## config.mk

```make
export PLATFORM = sky130hd
export DESIGN_NAME = i2c_target_responder
export DESIGN_NICKNAME = d
export VERILOG_FILES = /design/src/rtl/i2c_target_responder.sv
export SDC_FILE = /design/constraint.sdc
export NUM_CORES = 1
export LEC_CHECK = 0
export BUFFER_PORTS_ARGS = -buffer_cell sky130_fd_sc_hd__buf_2
export CORE_ASPECT_RATIO = 0.8
export CORE_MARGIN = 5
export CORE_UTILIZATION = 45
export DETAILED_ROUTE_END_ITERATION = 8
export PLACE_DENSITY = 0.76
export SLEW_MARGIN = 40
export SYNTH_ARGS = -nofsm -noshare
export SYNTH_HDL_FRONTEND = slang
export SYNTH_SLANG_ARGS = --single-unit
```

## constraint.sdc

```tcl
create_clock -name clk -period 4.4 [get_ports clk]
set_input_delay 0.22 -clock clk [delete_from_list [all_inputs] [get_ports clk]]
set_output_delay 0.22 -clock clk [all_outputs]
set_load 0.02 [all_outputs]
```

## src/rtl/i2c_target_responder.sv

```systemverilog
// I2C target endpoint: ACKs TGT_ADDR, delivers written bytes, fetches read bytes via rd_req/rd_data.
// SCL/SDA are synchronized; all bus events are acted on the clk after synchronized detection.
module i2c_target_responder #(
  parameter logic [6:0] TGT_ADDR    = 7'h22,
  parameter int         SYNC_STAGES = 2
) (
  input  logic       clk,
  input  logic       rst,
  input  logic       scl_i,
  input  logic       sda_i,
  output logic       sda_o,
  output logic       busy,
  output logic       op,
  output logic [7:0] wr_data,
  output logic       wr_valid,
  output logic       rd_req,
  input  logic [7:0] rd_data,
  output logic       start_det,
  output logic       stop_det,
  output logic       nack_det
);

  typedef enum logic [2:0] {
    IDLE, ADDR, ADDR_ACK, WR_BYTE, WR_ACK, RD_BYTE, RD_ACK, IGNORE
  } state_t;

  state_t                 state_q, state_d;
  logic [SYNC_STAGES-1:0] scl_sync_q, sda_sync_q;
  logic                   scl_prev_q, sda_prev_q;
  logic [7:0]             shift_q, shift_d;
  logic [2:0]             cnt_q, cnt_d;
  logic                   byte_done_q, byte_done_d;
  logic                   sda_o_q, sda_o_d;
  logic                   busy_q, busy_d;
  logic                   op_q, op_d;
  logic [7:0]             wr_data_q, wr_data_d;
  logic                   wr_valid_q, wr_valid_d;
  logic                   rd_req_q, rd_req_d;
  logic                   start_q, start_d;
  logic                   stop_q, stop_d;
  logic                   nack_q, nack_d;

  logic       scl_s, sda_s, scl_rise, scl_fall, start_cond, stop_cond;
  logic [7:0] shift_in;

  assign scl_s    = scl_sync_q[SYNC_STAGES-1];
  assign sda_s    = sda_sync_q[SYNC_STAGES-1];
  assign scl_rise = scl_s & ~scl_prev_q;
  assign scl_fall = ~scl_s & scl_prev_q;
  // SCL must be steadily high across the SDA edge; a simultaneous change is data.
  assign start_cond = scl_s & scl_prev_q & ~sda_s & sda_prev_q;
  assign stop_cond  = scl_s & scl_prev_q & sda_s & ~sda_prev_q;
  assign shift_in   = {shift_q[6:0], sda_s};

  always_ff @(posedge clk) begin
    if (!rst) begin
      scl_sync_q  <= '1;
      sda_sync_q  <= '1;
      scl_prev_q  <= 1'b1;
      sda_prev_q  <= 1'b1;
      state_q     <= IDLE;
      shift_q     <= 8'h00;
      cnt_q       <= 3'd0;
      byte_done_q <= 1'b0;
      sda_o_q     <= 1'b1;
      busy_q      <= 1'b0;
      op_q        <= 1'b0;
      wr_data_q   <= 8'h00;
      wr_valid_q  <= 1'b0;
      rd_req_q    <= 1'b0;
      start_q     <= 1'b0;
      stop_q      <= 1'b0;
      nack_q      <= 1'b0;
    end else begin
      scl_sync_q  <= {scl_sync_q[SYNC_STAGES-2:0], scl_i};
      sda_sync_q  <= {sda_sync_q[SYNC_STAGES-2:0], sda_i};
      scl_prev_q  <= scl_s;
      sda_prev_q  <= sda_s;
      state_q     <= state_d;
      shift_q     <= shift_d;
      cnt_q       <= cnt_d;
      byte_done_q <= byte_done_d;
      sda_o_q     <= sda_o_d;
      busy_q      <= busy_d;
      op_q        <= op_d;
      wr_data_q   <= wr_data_d;
      wr_valid_q  <= wr_valid_d;
      rd_req_q    <= rd_req_d;
      start_q     <= start_d;
      stop_q      <= stop_d;
      nack_q      <= nack_d;
    end
  end

  always_comb begin
    state_d     = state_q;
    shift_d     = shift_q;
    cnt_d       = cnt_q;
    byte_done_d = byte_done_q;
    sda_o_d     = sda_o_q;
    busy_d      = busy_q;
    op_d        = op_q;
    wr_data_d   = wr_data_q;
    wr_valid_d  = 1'b0;
    rd_req_d    = 1'b0;
    start_d     = 1'b0;
    stop_d      = 1'b0;
    nack_d      = 1'b0;

    if (start_cond) begin
      start_d     = 1'b1;
      state_d     = ADDR;
      cnt_d       = 3'd0;
      byte_done_d = 1'b0;
      sda_o_d     = 1'b1;
    end else if (stop_cond) begin
      stop_d      = 1'b1;
      state_d     = IDLE;
      cnt_d       = 3'd0;
      byte_done_d = 1'b0;
      sda_o_d     = 1'b1;
      busy_d      = 1'b0;
    end else begin
      case (state_q)
        ADDR: begin
          if (scl_rise) begin
            shift_d = shift_in;
            cnt_d   = cnt_q + 3'd1;
            if (cnt_q == 3'd7) begin
              if (shift_in[7:1] == TGT_ADDR) begin
                op_d    = shift_in[0];
                busy_d  = 1'b1;
                state_d = ADDR_ACK;
              end else begin
                state_d = IGNORE;
              end
            end
          end
        end
        ADDR_ACK: begin
          // sda_o itself marks the phase: released = ACK not yet driven.
          if (scl_fall) begin
            if (sda_o_q) begin
              sda_o_d = 1'b0;
            end else begin
              sda_o_d = 1'b1;
              if (op_q) begin
                state_d  = RD_BYTE;
                rd_req_d = 1'b1;
              end else begin
                state_d = WR_BYTE;
              end
            end
          end
        end
        WR_BYTE: begin
          if (scl_rise) begin
            shift_d = shift_in;
            cnt_d   = cnt_q + 3'd1;
            if (cnt_q == 3'd7) byte_done_d = 1'b1;
          end else if (scl_fall && byte_done_q) begin
            wr_data_d   = shift_q;
            wr_valid_d  = 1'b1;
            sda_o_d     = 1'b0;
            byte_done_d = 1'b0;
            state_d     = WR_ACK;
          end
        end
        WR_ACK: begin
          if (scl_fall) begin
            sda_o_d = 1'b1;
            state_d = WR_BYTE;
          end
        end
        RD_BYTE: begin
          // The cycle rd_req is visible is the load cycle; MSB goes out immediately.
          if (rd_req_q) begin
            shift_d = rd_data;
            sda_o_d = rd_data[7];
            cnt_d   = 3'd0;
          end else if (scl_fall) begin
            if (cnt_q == 3'd7) begin
              sda_o_d = 1'b1;
              cnt_d   = 3'd0;
              state_d = RD_ACK;
            end else begin
              cnt_d   = cnt_q + 3'd1;
              shift_d = {shift_q[6:0], 1'b0};
              sda_o_d = shift_q[6];
            end
          end
        end
        RD_ACK: begin
          if (scl_rise && sda_s) begin
            nack_d  = 1'b1;
            state_d = IGNORE;
          end else if (scl_fall) begin
            state_d  = RD_BYTE;
            rd_req_d = 1'b1;
          end
        end
        IGNORE:  sda_o_d = 1'b1;
        IDLE:    sda_o_d = 1'b1;
        default: state_d = IDLE;
      endcase
    end
  end

  assign sda_o     = sda_o_q;
  assign busy      = busy_q;
  assign op        = op_q;
  assign wr_data   = wr_data_q;
  assign wr_valid  = wr_valid_q;
  assign rd_req    = rd_req_q;
  assign start_det = start_q;
  assign stop_det  = stop_q;
  assign nack_det  = nack_q;

endmodule
```

======== Yosys cells after proc, flatten, opt, wreduce, memory -nomap -nowiden ========
Index checks and enable logic that the tools add are counted.
word-level totals
  register bits ........................... 37
  output and inout port bits .............. 16
operators by class
  add/subtract/negate cells ............... 1
  equal/unequal tests ..................... 35
  mux-type cells .......................... 53
  bitwise operators ....................... 17
  reduce and logical (&&, ||, !) cells .... 27
operators with widths
  operator            count
  $mux 3              18
  $ne 4x4->1 const B  10
  $mux 8              4
  $mux 1              26
  $reduce_and 12->1   2
  $ne 2x2->1 const B  10
  $pmux 3 s6          1
  $reduce_and 6->1    3
  $pmux 8 s2          1
  $eq 3x3->1 const B  5
  $reduce_bool 2->1   6
  $not 1->1           10
  $reduce_and 5->1    2
  $ne 3x3->1 const B  3
  $reduce_bool 8->1   1
  $and 1x1->1         7
  $eq 7x6->1 const B  1
  $eq 3x2->1 const B  2
  $pmux 3 s2          1
  $reduce_and 3->1    2
  $reduce_bool 6->1   1
  $reduce_or 2->1     3
  $ne 5x5->1 const B  1
  $pmux 1 s5          1
  10 further kinds    12

======== Longest topological paths before layout ========
  depth in word-level cells ............... 8
  depth in mapped cells ................... 8
  gate-level depth less buffers ........... 7

======== Least setup slack after synthesis ========
Ideal clock, no wire load.
  path type ............................... reg2reg
  start point ............................. reg cnt_q[0]
  end point ............................... reg shift_q[6]
  library setup time ...................... 0.091 ns
  data arrival time ....................... 1.751 ns
  required time ........................... 4.309 ns
  slack ................................... 2.558 ns
  stages on the path, launching flop included .. 9
  buffers on the path ..................... 1
  cell sequence ........................... dfxtp_1 > ha_1 > ha_1 > inv_1 > nor3_1 > a2111oi_4 > buf_6 > nor2_1 > a311oi_1
between the ends
  word-level cells in the longest chain between the ends .. 3
RTL lines
  item                               line  source
  from (decl)                        31    logic [2:0] cnt_q, cnt_d;
  from (signal assigned)             81    cnt_q <= cnt_d;
  $eq 3x3->1                         182   if (cnt_q == 3'd7) begin
  $ne 3x3->1 (no source line)        -
  $reduce_and 6->1 (no source line)  -
  to (signal assigned)               80    shift_q <= shift_d;
  to (decl)                          30    logic [7:0] shift_q, shift_d;
Every way passes these cells.
A chain may end at the register's enable or synchronous reset.

======== Worst setup path in the final report ========
  start point ............................. reg state_q[2]
  end point ............................... reg state_q[0]
between the ends
  word-level cells in the longest chain between the ends .. 4
  elaborated cells on any way between the ends .. 22
  those cells by class .................... eq/ne: 17; mux: 3; reduce/logical: 2
RTL lines
  item                                line  source
  from (decl)                         27    state_t state_q, state_d;
  from (signal assigned)              79    state_q <= state_d;
  $eq 3x3->1 (tied with other cells)  124   case (state_q)
  $pmux 3 s6                          124
  $mux 1                              116   end else if (stop_cond) begin
  $mux 1                              110   if (start_cond) begin
Several ways; a longest one is shown, not always the timed one.

==> metrics.md <==
| Metric | Value |
|---|---|
| Diodes inserted | `0` |
| WS Path Type | `flop to flop` |
| Most area-consuming cells after synthesis | `dfxtp_1 (41%), mux2i_1 (6.7%), nor2_1 (6.0%), nand2b_1 (4.5%), a311oi_1 (4.4%)` |
| Cell count after synthesis | `209` |
| Worst rel slew slack | `49.5%` |
| Layout cells sized above 1 | `17.9%` |
| FP Rows | `20` |
| Largest net degree at the start of global routing | `22` |
| GRT Total Usage | `15.5%` |
| Endpoints failing hold | `0` |
| Clock sinks | `37` |
| Share of the synthesized area in the top cell type | `41.1%` |
| Critical path fanouts, max | `21` |
| Clk_skew | `0.00879 ns` |
| Area Growth Syn to Fin | `15.2%` |
| Top post-synthesis cells by count | `dfxtp_1 (37), nor2_1 (29), nand2_1 (17)` |
| Post-route setup TNS | `0 ns` |
| Slew Viols, Final | `0` |
| Antenna viol nets, final | `0` |
| Worst Hold Class | `input pin to flop` |
| Routability cong. | `0.926` |
| CP max stage delay | `0.71 ns` |
| Count leader, synth | `dfxtp_1` |
| Post-synthesis sequential area ratio | `41.1%` |
| Post-CTS sizing | `0` |
| Minimum clock period | `2.22 ns` |
| Die X-Extent | `80.8 µm` |
| Grt total ovfl | `0` |
| F_max | `450 MHz` |
| Synth Flop Type | `dfxtp_1` |
| Cts hold-fix bufs | `0` |
| Core area | `3830 µm²` |
| Yosys cell types | `49` |
| Post-Syn Area | `1800 µm²` |
| First-pass DRT Iterations | `4` |
| FF+latch count, synth | `37` |
| Post-synth ARST share | `0%` |
| Worst VDD drop | `0.152 mV` |
| Detailed Place HPWL | `2850 µm` |
| Final wirelength | `3930 µm` |
| Crit-path cells | `and3b_1 -> nand2_1 -> o2111a_1 -> a21oi_1 -> mux2i_1` |
| Warnings, synthesis | `0` |
| Critical Path Sink Type | `flop` |
| # IOs | `28` |
| RSZ-0062 raised after global routing | `no` |
| EDFF count, synth | `0` |
| Reg clk slew, reported paths | `0.08 ns` |
| CTS HTree Levels | `2` |
| FF+latch area | `741 µm²` |
| Layout Nets | `247` |
| Worst skew pair latency | `0.30 ns` |
| CP max stage cell | `dfxtp_1` |
| Clock tree buffer depth | `2` |
| Static leakage | `0.839 nW` |
| Routed via count | `1,570` |
| Crit start category | `flop` |
| Maximum Capacitance Violations | `0` |
| I/O Buffers | `27` |
| Critical Path AT | `2.44 ns` |
| Data required time of the critical path | `4.62 ns` |
| Initial antenna violation count | `0` |
| Vias in the first global route | `1,413` |
| Tot Pwr | `0.680 mW` |
| Footprint of the multi-input gates | `996 µm²` |
| Fillers | `350` |
| Setup bufs post-CTS | `0` |
| Initial DRC count | `126` |
| DIE AREA | `5380 µm²` |
| Initial cell density of the core | `47.1%` |
| CTS tree | `yes` |
| Die Ht | `66.6 µm` |
| CTS Buf Count | `5` |
| Pwr Density | `327 nW/µm²` |
| Syn_area_per_cell | `8.63 µm²` |
| Cell accounting for the most synthesized area | `dfxtp_1` |
| First-pass GRT wire length | `6490 µm` |
| DRC viols | `0` |
| Tcrit/Tclk final | `50.6%` |
| Final count of negative-setup-slack endpoints | `0` |
| Root Driver | `clkbuf_8` |
| Syn_nets | `223` |
| Worst slew pin tran | `0.753 ns` |
| Routed wire length per instance | `13.6 µm` |
| Post-DR vias/cell | `5.43` |
| Status | `complete, no violations` |
## stage by stage
stage	area (µm²)	utilization [%]	hold slack [ns]	setup WS [ns]	cells
global route	2080	54.3	0.114	1.99	289
floorplan	1800	-	0.321	2.56	209
global placement	1960	51.1	0.387	2.20	280
finish	2080	54.3	0.107	2.18	289
detailed placement	1960	51.1	0.391	2.09	280
CTS	2070	54.1	0.102	2.08	288
## critical path, delay by kind of cell (launching register included)
family | cells | cell delay [ns]
AOI/OAI and AO/OA | 2 | 0.48
DFF | 1 | 0.71
muxes | 1 | 0.21
and+or+nand+nor | 2 | 0.75
## logic make-up (layout without fill, tap and decap cells)
logic type | count (synthesis) | count (layout) | synth area share [%]
and+or+nand+nor | 96 | 96 | 28.0
AOI/OAI and AO/OA | 45 | 45 | 18.2
DFF | 37 | 37 | 41.1
buffers and inverters | 15 | 40 | 3.74
muxes | 12 | 12 | 6.66
adders and majority gates | 2 | 2 | 1.39
xor gates and xnor gates | 2 | 2 | 0.971
## path summary, 6_finish.rpt
| kind | start | endpoint | slack, ns | cells past startpoint |
|---|---|---|---|---|
| worst min-delay path | sda_i | sda_sync_q[0] | 0.11 | 2 |
| worst min register to register | sda_sync_q[0] | sda_sync_q[1] | 0.41 | 1 |
| worst max register to register | state_q[2] | state_q[0] | 2.18 | 5 |
| worst max-delay path | state_q[2] | state_q[0] | 2.18 | 5 |
## cell type report
cell class | instances | area share, %
multi-input combinational | 157 | 47.9
sequential | 37 | 35.6
timing repair buffer | 28 | 6.86
clock buffer | 5 | 3.31
tap | 55 | 3.31
clock inverter | 3 | 2.23
inverter | 4 | 0.722
## cell usage in the layout (no fill, tap or decap), types with 2 or more instances in the layout
cell       n
a21o_1     2
a21oi_1   14
a311oi_1   9
and2_1     2
buf_2     27
clkbuf_8   5
dfxtp_1   37
ha_1       2
inv_1      3
mux2i_1   12
nand2_1   17
nand2b_1  13
nand3_1   13
nor2_1    29
nor2b_1    2
nor3_1     3
nor4_1     2
o21ai_0    6
o31ai_1    2
xnor2_1    2
## sequential cells by signal, indices dropped and copies added, names as in the netlist
signal       flops
busy             1
byte_done_q      1
cnt_q            3
nack_det         1
op               1
rd_req           1
scl_prev_q       1
scl_sync_q       2
sda_o            1
sda_prev_q       1
sda_sync_q       2
shift_q          8
start_det        1
state_q          3
stop_det         1
wr_data          8
wr_valid         1
## layer usage
| metal | track usage, % | share of wire (%) | wire length [µm] |
|---|---|---|---|
| met2 | 25.1 | 45 | 1770 |
| met5 | 0 | 0 | 0 |
| met3 | 5.00 | 7.1 | 278 |
| met1 | 19.5 | 47 | 1850 |
| met4 | 4.64 | 0.79 | 31 |
## report_power, final
group	leakage (nW)	switching [mW]	internal (mW)
Clock	0.0543	0.130	0.170
Combinational	0.485	0.0196	0.0147
Sequential	0.300	0.00638	0.339
Note: power is estimated with default switching activity, not from simulation.
